==> src/rtl/draw_hp_bar_dog_if.sv <==
// VGA stream bundle: pixel timing plus 12-bit rgb, with one modport per direction.
interface vga_if;
    logic [10:0] hcount;
    logic [10:0] vcount;
    logic        hsync;
    logic        vsync;
    logic        hblnk;
    logic        vblnk;
    logic [11:0] rgb;

    modport vga_in  (input  hcount, vcount, hsync, vsync, hblnk, vblnk, rgb);
    modport vga_out (output hcount, vcount, hsync, vsync, hblnk, vblnk, rgb);
endinterface

==> src/rtl/draw_hp_bar_dog.sv <==
// Dog health FSM (ALIVE/COOLDOWN/DEAD) and HP bar overlay on a 1-cycle delayed VGA stream.
// Optional low-HP blinking of the fill is enabled by defining HP_BAR_BLINK_EN.
module draw_hp_bar_dog #(
    parameter int unsigned MAX_HP         = 100,
    parameter int unsigned BAR_X          = 900,
    parameter int unsigned BAR_Y          = 410,
    parameter int unsigned BAR_H          = 12,
    parameter int unsigned COOLDOWN_TICKS = 32_500_000
) (
    input  logic         clk,
    input  logic         rst,
    input  logic         hit_dog,
    input  logic [6:0]   damage,
    input  logic         new_game,
    output logic [6:0]   dog_hp,
    output logic         dog_dead,
    vga_if.vga_in        vga_in,
    vga_if.vga_out       vga_out
);

    localparam int unsigned CntW = (COOLDOWN_TICKS > 1) ? $clog2(COOLDOWN_TICKS) : 1;
    localparam logic [CntW-1:0] CntLast = CntW'(COOLDOWN_TICKS - 1);
    localparam logic [6:0] HpFull = 7'(MAX_HP);

    typedef enum logic [1:0] {StAlive, StCooldown, StDead} state_e;

    state_e          state_q, state_d;
    logic [6:0]      hp_q, hp_d;
    logic [CntW-1:0] cnt_q, cnt_d;
    logic            hit_prev_q;
    logic            dead_q, dead_d;
    logic            hit_rise;
    logic [6:0]      hp_hit;

    // ---------------- health FSM ----------------
    always_comb begin
        state_d  = state_q;
        hp_d     = hp_q;
        cnt_d    = cnt_q;
        hit_rise = hit_dog & ~hit_prev_q;
        hp_hit   = (hp_q > damage) ? hp_q - damage : 7'd0;
        if (new_game) begin
            state_d = StAlive;
            hp_d    = HpFull;
            cnt_d   = '0;
        end else begin
            case (state_q)
                StAlive: begin
                    if (hit_rise) begin
                        hp_d    = hp_hit;
                        cnt_d   = '0;
                        state_d = (hp_hit == 7'd0) ? StDead : StCooldown;
                    end
                end
                StCooldown: begin
                    if (cnt_q == CntLast) begin
                        state_d = StAlive;
                        cnt_d   = '0;
                    end else begin
                        cnt_d = cnt_q + CntW'(1);
                    end
                end
                StDead:  state_d = StDead;
                default: state_d = StAlive;
            endcase
        end
        dead_d = (state_d == StDead);
    end

    // History resets to 1 so a level already high at reset release is not a hit.
    always_ff @(posedge clk or posedge rst) begin
        if (rst) begin
            state_q    <= StAlive;
            hp_q       <= HpFull;
            cnt_q      <= '0;
            hit_prev_q <= 1'b1;
            dead_q     <= 1'b0;
        end else begin
            state_q    <= state_d;
            hp_q       <= hp_d;
            cnt_q      <= cnt_d;
            hit_prev_q <= hit_dog;
            dead_q     <= dead_d;
        end
    end

    assign dog_hp   = hp_q;
    assign dog_dead = dead_q;

    // ---------------- VGA delay stage ----------------
    logic [10:0] hcount_q, vcount_q;
    logic        hsync_q, vsync_q, hblnk_q, vblnk_q;
    logic [11:0] rgb_q;

    always_ff @(posedge clk or posedge rst) begin
        if (rst) begin
            hcount_q <= '0;
            vcount_q <= '0;
            hsync_q  <= 1'b0;
            vsync_q  <= 1'b0;
            hblnk_q  <= 1'b0;
            vblnk_q  <= 1'b0;
            rgb_q    <= '0;
        end else begin
            hcount_q <= vga_in.hcount;
            vcount_q <= vga_in.vcount;
            hsync_q  <= vga_in.hsync;
            vsync_q  <= vga_in.vsync;
            hblnk_q  <= vga_in.hblnk;
            vblnk_q  <= vga_in.vblnk;
            rgb_q    <= vga_in.rgb;
        end
    end

`ifdef HP_BAR_BLINK_EN
    logic       vsync_prev_q;
    logic [4:0] frame_q, frame_d;

    always_comb begin
        frame_d = frame_q;
        if (vsync_q && !vsync_prev_q) frame_d = frame_q + 5'd1;
    end

    always_ff @(posedge clk or posedge rst) begin
        if (rst) begin
            vsync_prev_q <= 1'b0;
            frame_q      <= '0;
        end else begin
            vsync_prev_q <= vsync_q;
            frame_q      <= frame_d;
        end
    end
`endif

    // ---------------- bar compositing ----------------
    logic [31:0] h32, v32, col, hp32;
    logic        in_bar, outline, low_hp;
    logic [11:0] fill, rgb_mix;

    always_comb begin
        h32     = {21'd0, hcount_q};
        v32     = {21'd0, vcount_q};
        hp32    = {25'd0, hp_q};
        col     = h32 - BAR_X - 32'd1;
        in_bar  = !hblnk_q && !vblnk_q &&
                  (h32 >= BAR_X) && (h32 < BAR_X + MAX_HP + 2) &&
                  (v32 >= BAR_Y) && (v32 < BAR_Y + BAR_H);
        outline = (h32 == BAR_X) || (h32 == BAR_X + MAX_HP + 1) ||
                  (v32 == BAR_Y) || (v32 == BAR_Y + BAR_H - 1);
        low_hp  = (hp32 <= MAX_HP / 4);
        fill    = low_hp ? 12'hF00 : 12'h0C0;
`ifdef HP_BAR_BLINK_EN
        if (low_hp && (hp_q != 7'd0) && frame_q[4]) fill = 12'h333;
`endif
        rgb_mix = rgb_q;
        if (in_bar) begin
            if (outline)          rgb_mix = 12'hFFF;
            else if (col < hp32)  rgb_mix = fill;
            else                  rgb_mix = 12'h333;
        end
    end

    assign vga_out.hcount = hcount_q;
    assign vga_out.vcount = vcount_q;
    assign vga_out.hsync  = hsync_q;
    assign vga_out.vsync  = vsync_q;
    assign vga_out.hblnk  = hblnk_q;
    assign vga_out.vblnk  = vblnk_q;
    assign vga_out.rgb    = rgb_mix;

endmodule

==> src/flat_wrapper.sv <==
// flat-port wrapper written by rule: the top's interface ports become plain ports
module draw_hp_bar_dog_flat 
#(
    parameter int unsigned MAX_HP         = 100,
    parameter int unsigned BAR_X          = 900,
    parameter int unsigned BAR_Y          = 410,
    parameter int unsigned BAR_H          = 12,
    parameter int unsigned COOLDOWN_TICKS = 32_500_000
)
  (clk, rst, hit_dog, damage, new_game, dog_hp, dog_dead, vga_in_hcount, vga_in_vcount, vga_in_hsync, vga_in_vsync, vga_in_hblnk, vga_in_vblnk, vga_in_rgb, vga_out_hcount, vga_out_vcount, vga_out_hsync, vga_out_vsync, vga_out_hblnk, vga_out_vblnk, vga_out_rgb);
  vga_if vga_in_i ();
  vga_if vga_out_i ();
  input  logic clk;
  input  logic rst;
  input  logic hit_dog;
  input  logic [6:0] damage;
  input  logic new_game;
  output logic [6:0] dog_hp;
  output logic dog_dead;
  input wire logic [$bits(vga_in_i.hcount)-1:0] vga_in_hcount;
  input wire logic [$bits(vga_in_i.vcount)-1:0] vga_in_vcount;
  input wire logic [$bits(vga_in_i.hsync)-1:0] vga_in_hsync;
  input wire logic [$bits(vga_in_i.vsync)-1:0] vga_in_vsync;
  input wire logic [$bits(vga_in_i.hblnk)-1:0] vga_in_hblnk;
  input wire logic [$bits(vga_in_i.vblnk)-1:0] vga_in_vblnk;
  input wire logic [$bits(vga_in_i.rgb)-1:0] vga_in_rgb;
  output wire logic [$bits(vga_out_i.hcount)-1:0] vga_out_hcount;
  output wire logic [$bits(vga_out_i.vcount)-1:0] vga_out_vcount;
  output wire logic [$bits(vga_out_i.hsync)-1:0] vga_out_hsync;
  output wire logic [$bits(vga_out_i.vsync)-1:0] vga_out_vsync;
  output wire logic [$bits(vga_out_i.hblnk)-1:0] vga_out_hblnk;
  output wire logic [$bits(vga_out_i.vblnk)-1:0] vga_out_vblnk;
  output wire logic [$bits(vga_out_i.rgb)-1:0] vga_out_rgb;
  assign vga_in_i.hcount = vga_in_hcount;
  assign vga_in_i.vcount = vga_in_vcount;
  assign vga_in_i.hsync = vga_in_hsync;
  assign vga_in_i.vsync = vga_in_vsync;
  assign vga_in_i.hblnk = vga_in_hblnk;
  assign vga_in_i.vblnk = vga_in_vblnk;
  assign vga_in_i.rgb = vga_in_rgb;
  assign vga_out_hcount = vga_out_i.hcount;
  assign vga_out_vcount = vga_out_i.vcount;
  assign vga_out_hsync = vga_out_i.hsync;
  assign vga_out_vsync = vga_out_i.vsync;
  assign vga_out_hblnk = vga_out_i.hblnk;
  assign vga_out_vblnk = vga_out_i.vblnk;
  assign vga_out_rgb = vga_out_i.rgb;
  draw_hp_bar_dog #(.MAX_HP(MAX_HP), .BAR_X(BAR_X), .BAR_Y(BAR_Y), .BAR_H(BAR_H), .COOLDOWN_TICKS(COOLDOWN_TICKS)) u_core (.clk(clk), .rst(rst), .hit_dog(hit_dog), .damage(damage), .new_game(new_game), .dog_hp(dog_hp), .dog_dead(dog_dead), .vga_in(vga_in_i), .vga_out(vga_out_i));
endmodule
==> config.mk <==
export PLATFORM = sky130hd
export DESIGN_NAME = draw_hp_bar_dog_flat
export DESIGN_NICKNAME = d
export VERILOG_FILES = /design/src/rtl/draw_hp_bar_dog_if.sv /design/src/rtl/draw_hp_bar_dog.sv /design/src/flat_wrapper.sv
export SDC_FILE = /design/constraint.sdc
export NUM_CORES = 1
export LEC_CHECK = 0
export BUFFER_PORTS_ARGS = -buffer_cell sky130_fd_sc_hd__clkbuf_2
export CORE_AREA = 8 8 113 126
export DETAILED_ROUTE_END_ITERATION = 12
export DIE_AREA = 0 0 121 134
export PLACE_DENSITY = 0.65
export SLEW_MARGIN = 20
export SYNTH_ARGS = -nofsm -noshare
export SYNTH_HDL_FRONTEND = slang
export SYNTH_SLANG_ARGS = --single-unit
export TNS_END_PERCENT = 100
==> constraint.sdc <==
create_clock -name clk -period 5.55 [get_ports clk]
set_clock_uncertainty 0.15 [all_clocks]
set_input_delay 1.11 -clock clk [delete_from_list [all_inputs] [get_ports clk]]
set_output_delay 1.11 -clock clk [all_outputs]
set_load 0.01 [all_outputs]
# ---- Word-level counts from Yosys, hierarchy flattened
# Cells that the tools add are included.
dict set report word_totals {
  output_inout_bits 46
  ff_bits 74
}
dict set report classes {
  n_bitwise 2
  n_eq_ne 9
  order_cmp 7
  reduce_logical 17
  addsub 4
  muxes 17
}
# cell count
set ops {}
lappend ops {{$mux 25} 3}
lappend ops {{$pmux 25 s2} 1}
lappend ops {{$mux 12} 4}
lappend ops {{$lt 32x7->1} 1}
lappend ops {{$sub 32x1->32 const B} 1}
lappend ops {{$mux 7} 4}
lappend ops {{$add 25x1->25 const B} 1}
lappend ops {{$eq 25x25->1 const B} 1}
lappend ops {{$eq 11x10->1 const B} 2}
lappend ops {{$eq 11x9->1 const B} 2}
lappend ops {{$sub 11x10->12 const B} 1}
lappend ops {{$ge 11x10->1 const B} 1}
lappend ops {{$ge 11x9->1 const B} 1}
lappend ops {{$lt 11x10->1 const B} 1}
lappend ops {{$lt 11x9->1 const B} 1}
lappend ops {{$mux 2} 4}
lappend ops {{$gt 7x7->1} 1}
lappend ops {{$le 7x5->1 const B} 1}
lappend ops {{$logic_not 7->1} 1}
lappend ops {{$sub 7x7->7} 1}
lappend ops {{$pmux 2 s3} 1}
lappend ops {{$logic_and 1x1->1} 5}
lappend ops {{$eq 2x2->1 const B} 2}
lappend ops {{$reduce_and 2->1} 2}
lappend ops {{other kinds (9)} 13}

# ---- Logic depth before layout (Yosys ltp)
dict set report depth {
  ltp_word 8
  ltp_mapped 14
  mapped_depth_nobuf 14
}

# ---- Worst setup path after synthesis
# No wires, ideal clock.
dict set report synth_timing {
  kind {register to output}
  startpoint {register u_core.hcount_q[2] (netlist: u_core.vga_out.hcount[2])}
  endpoint {output vga_out_rgb[8]}
  arrival_time_ns 4.132
  path_slack_ns 0.158
  required_ns 4.290
  stages_incl_launch_ff 15
  path_buffers 0
  cell_sequence {dfrtp_1 inv_1 ha_1 nor4b_2 xnor2_1 a2bb2oi_2 or3_1 or4_1 ha_1 or4_4 a2111oi_4 o21ai_2 nor4_4 nand4_2 o22a_1}
}
dict set report synth_via {
  elab_chain_len 6
  elab_cells_between_ends 17
}
# element line
set synth_rtl {}
lappend synth_rtl {{start, declared} draw_hp_bar_dog.sv:91} ;# logic [10:0] hcount_q, vcount_q;
lappend synth_rtl {{start signal, assigned} draw_hp_bar_dog.sv:105} ;# hcount_q <= vga_in.hcount;
lappend synth_rtl {{$sub 11x10->12, or another cell as far along} draw_hp_bar_dog.sv:144} ;# col = h32 - BAR_X - 32'd1;
lappend synth_rtl {{$sub 32x1->32, or another cell as far along} draw_hp_bar_dog.sv:144}
lappend synth_rtl {{$lt 32x7->1, or another cell as far along} draw_hp_bar_dog.sv:158} ;# else if (col < hp32) rgb_mix = fill;
lappend synth_rtl {{$mux 12, or another cell as far along} draw_hp_bar_dog.sv:158}
lappend synth_rtl {{$mux 12 or $logic_and 1x1->1 (tied branches)} {draw_hp_bar_dog.sv:157, draw_hp_bar_dog.sv:147}}
lappend synth_rtl {{$mux 12 (*)} draw_hp_bar_dog.sv:156} ;# if (in_bar) begin
lappend synth_rtl {{end, declared} flat_wrapper.sv:33} ;# output wire logic [$bits(vga_out_i.rgb)-1:0] vga_out_rgb;
# Every way passes the cells marked *; elsewhere a longest branch is shown, timed or not.

# ---- Final worst setup path
dict set report layout_timing {
  startpoint {register u_core.hcount_q[3] (netlist: u_core.vga_out.hcount[3])}
  endpoint {output vga_out_rgb[9]}
}
# The elaborated chain is that of the path after synthesis.

==> results.md <==
- Status: finished with violations
- Violated checks: negative setup slack
- Commonest cells after routing, fill and taps aside: 93 x clkbuf_2, 68 x dfrtp_1, 56 x nor2_1
- Post-synth EDFFs: 0
- DR DRC count: 0
- Post-synthesis cell area: 4160 sq um
- Non-Filler Instances: between 600 and 700
- CP max stage cell: or4bb_4
- Syn Nets: roughly 490
- Reg2reg setup slack: between 2 and 3 ns
- Crit path kind: reg2out
- H-tree depth: 3
- RD Place Congestion: just over 0.8
- Psw: 361 uW
- Startpoint Class: flop
- Pre-antenna DRT Iters: 5
- Cell count after placement: approximately 660
- Flops & latches, synth: 74
- Area Overhead vs Synth: 26.8%
- Total grt overflow: 0
- Worst setup EP type: output pin
- Root Buffer: clkbuf_16
- CTS Hold Buffers Added: 0
- Path type of the worst min-delay path: reg2reg
- Die Y-Extent: about 130 um
- Post-synth ARST share: 100%
- CP Data Arrival Time: between 4 and 5 ns
- Antenna Violating Nets Remaining: 0
- Final Util: ~43%
- WL/cell: around 15 um
- Final Cycle Share: 100%
- Fraction of layout cells with a size suffix above 1: approximately 31%
- First-pass GRT wire length: 17.4 mm
- Final Cell Area: between 5000 and 6000 sq um
- Critical Path Max Stage Delay: roughly 0.55 ns
- FP Rows: 43
- Core ar.: 12200 sq um
- DR iter-0 viols: ~120
- Post-synthesis cell count: 415
- Cell family with most CP delay: simple AND/OR/NAND/NOR gates
- Pleak: between 0.002 and 0.0025 uW
- Hpwl dp: approximately 8.3 mm
- Syn Area/Cell: about 10 sq um
- Number of max-cap violations: 0
- Worst-margin pin slew: 0.838 ns
- Setup ws final: -0.00764 ns
- Total Wirelength: 10.6 mm
- Initial core utilization: 34.1%
- Yosys cell types: between 70 and 80
- Placed inst area: 4830 sq um
- Ys Warns: 0
- Clock power frac: between 40% and 50%
- Number of CTS-inserted buffers: 9
- Worst-path maximum fanout: 6
- Most common cell after layout, fill and taps aside: clkbuf_2
- CTS tree: yes
- Crit path buf inv count: 3
- Gr usage total: a little over an eighth
- Predominant post-synthesis flop cell: dfrtp_1
- Nets: around 600
- Fin. max-slew vios: 0
- Clock transition at path regs: approximately 0.05 ns
- Final Hold Violating Endpoints: 0
- ANT cells: 0
- Worst skew pair latency: 0.33 ns
- Die Wd: 121 um
- Tmin final: around 5.6 ns
- Largest net degree at the start of global routing: 53
- Fmax: between 0.15 and 0.2 GHz
- Sw Ratio: a little over a quarter
- Max VDD drop: around 0.00014 V
- I/O pin cnt: 95
- Clock sinks: 74
- Worst path cell trace: inv_2, ha_4, buf_4, nand4bb_1, a2bb2oi_2, and2_4, or3_4, or3_4, ha_4, or4bb_4, a2111oi_4, o21ai_2, nor4_4, nand4_4, o22a_1, buf_2
- Buffers added on ports: 94
- Flop pwr share: between 40% and 50%
- Worst Path Required: about 4.3 ns
- DR vias/cell: about 5.0
- Total number of vias: 3428
- Endpoints failing setup: 1
- Combinational power share: roughly 16%
- Number of global-route vias before repair: 3561
- Setup Slack @ Placement: -0.00645 ns
- Clock buffer depth: 2
- Slew headroom: 44.1%
- Pwr per Cell Area: around 260 nW/um^2
- RSZ-0062 raised after global routing: yes
- Total power: ~1400 uW
- Full die area: between 15000 and 20000 sq um
- Internal: 1010 uW
- Initial antenna violation count: 0
- Seq/Total Area, Yosys: 44.6%
-- power groups by stage --
stage                     registers, uW  clock network (uW)  logic [uW]
after floorplan                     594                   0         130
after global placement              592                   0         200
after detailed placement            593                   0         205
after CTS                           584                 597         211
after global routing                587                 621         236
final                               584                 578         213
-- metrics by stage --
step                      hold slack [ns]  TNS [ns]
after floorplan                     0.300         0
after global placement              0.322         0
after detailed placement            0.333  -0.00645
after CTS                           0.344   -0.0191
after global routing                0.368     -1.21
final                               0.348  -0.00764
-- final cells by class --
| type | count | area [sq um] |
|---|---|---|
| fill | 1154 | 6930 |
| clock buffer | 10 | 239 |
| tap | 157 | 196 |
| multi-input combinational | 301 | 2230 |
| inverter | 32 | 120 |
| sequential | 74 | 1860 |
| clock inverter | 6 | 66.3 |
| timing repair buffer | 107 | 568 |
-- routing by layer --
metal / global-route usage [%] / share of wire (%) / up-vias
met5: 0 / 0 / -
met1: 14.8 / 42 / 1666
li1: - / - / 1695
met4: 5.49 / 2.1 / 0
met3: 3.36 / 4.0 / 14
met2: 23.2 / 52 / 53
-- kinds of logic after synthesis --
family / share of synthesized area [%]
simple gates: 21.5
compound gates: 14.5
flops: 44.6
buf+inv: 3.88
xor+xnor: 7.57
fa+ha+maj: 7.69
mux: 0.270
-- timing repair --
| item | CTS | global route |
|---|---|---|
| gates cloned | 0 | 0 |
| gates resized for setup | 11 | 7 |
| setup buffers | 4 | 4 |
| pin swaps | 9 | 4 |
| setup endpoints to repair | 10 | 10 |
-- flip-flops by register name (all words and copies together) (netlist names), 2 cells and up --
register and cells:
u_core.rgb_q 12, u_core.dog_hp 7, u_core.vga_out.hcount 11, u_core.state_q 2
u_core.vga_out.vcount 11, u_core.cnt_q 25
-- worst paths after layout --
path | startpoint | to | cells past startpoint
max | u_core.vga_out.hcount[3] | vga_out_rgb[9] | 16
min | u_core.state_q[0] | u_core.state_q[1] | 1
max reg2reg | u_core.dog_hp[0] | u_core.dog_dead | 10
min reg2reg | u_core.state_q[0] | u_core.state_q[1] | 1
max in group asynchronous | rst | u_core.vga_out.hcount[4] | 3
min in group asynchronous | rst | u_core.vga_out.vcount[0] | 2
-- synth_stat cells (all sizes together), types with 9 or more instances --
cell type,instances,area (sq um)
dfrtp,70,1750
nor2,57,214
inv,30,113
nand2,27,101
ha,24,300
xnor2,20,175
xor2,16,140
o21ai,15,82.6
nor3,11,66.3
and3,10,62.6
nand4,10,68.8
nand3,9,45.0
(Power assumes the default switching activity.)
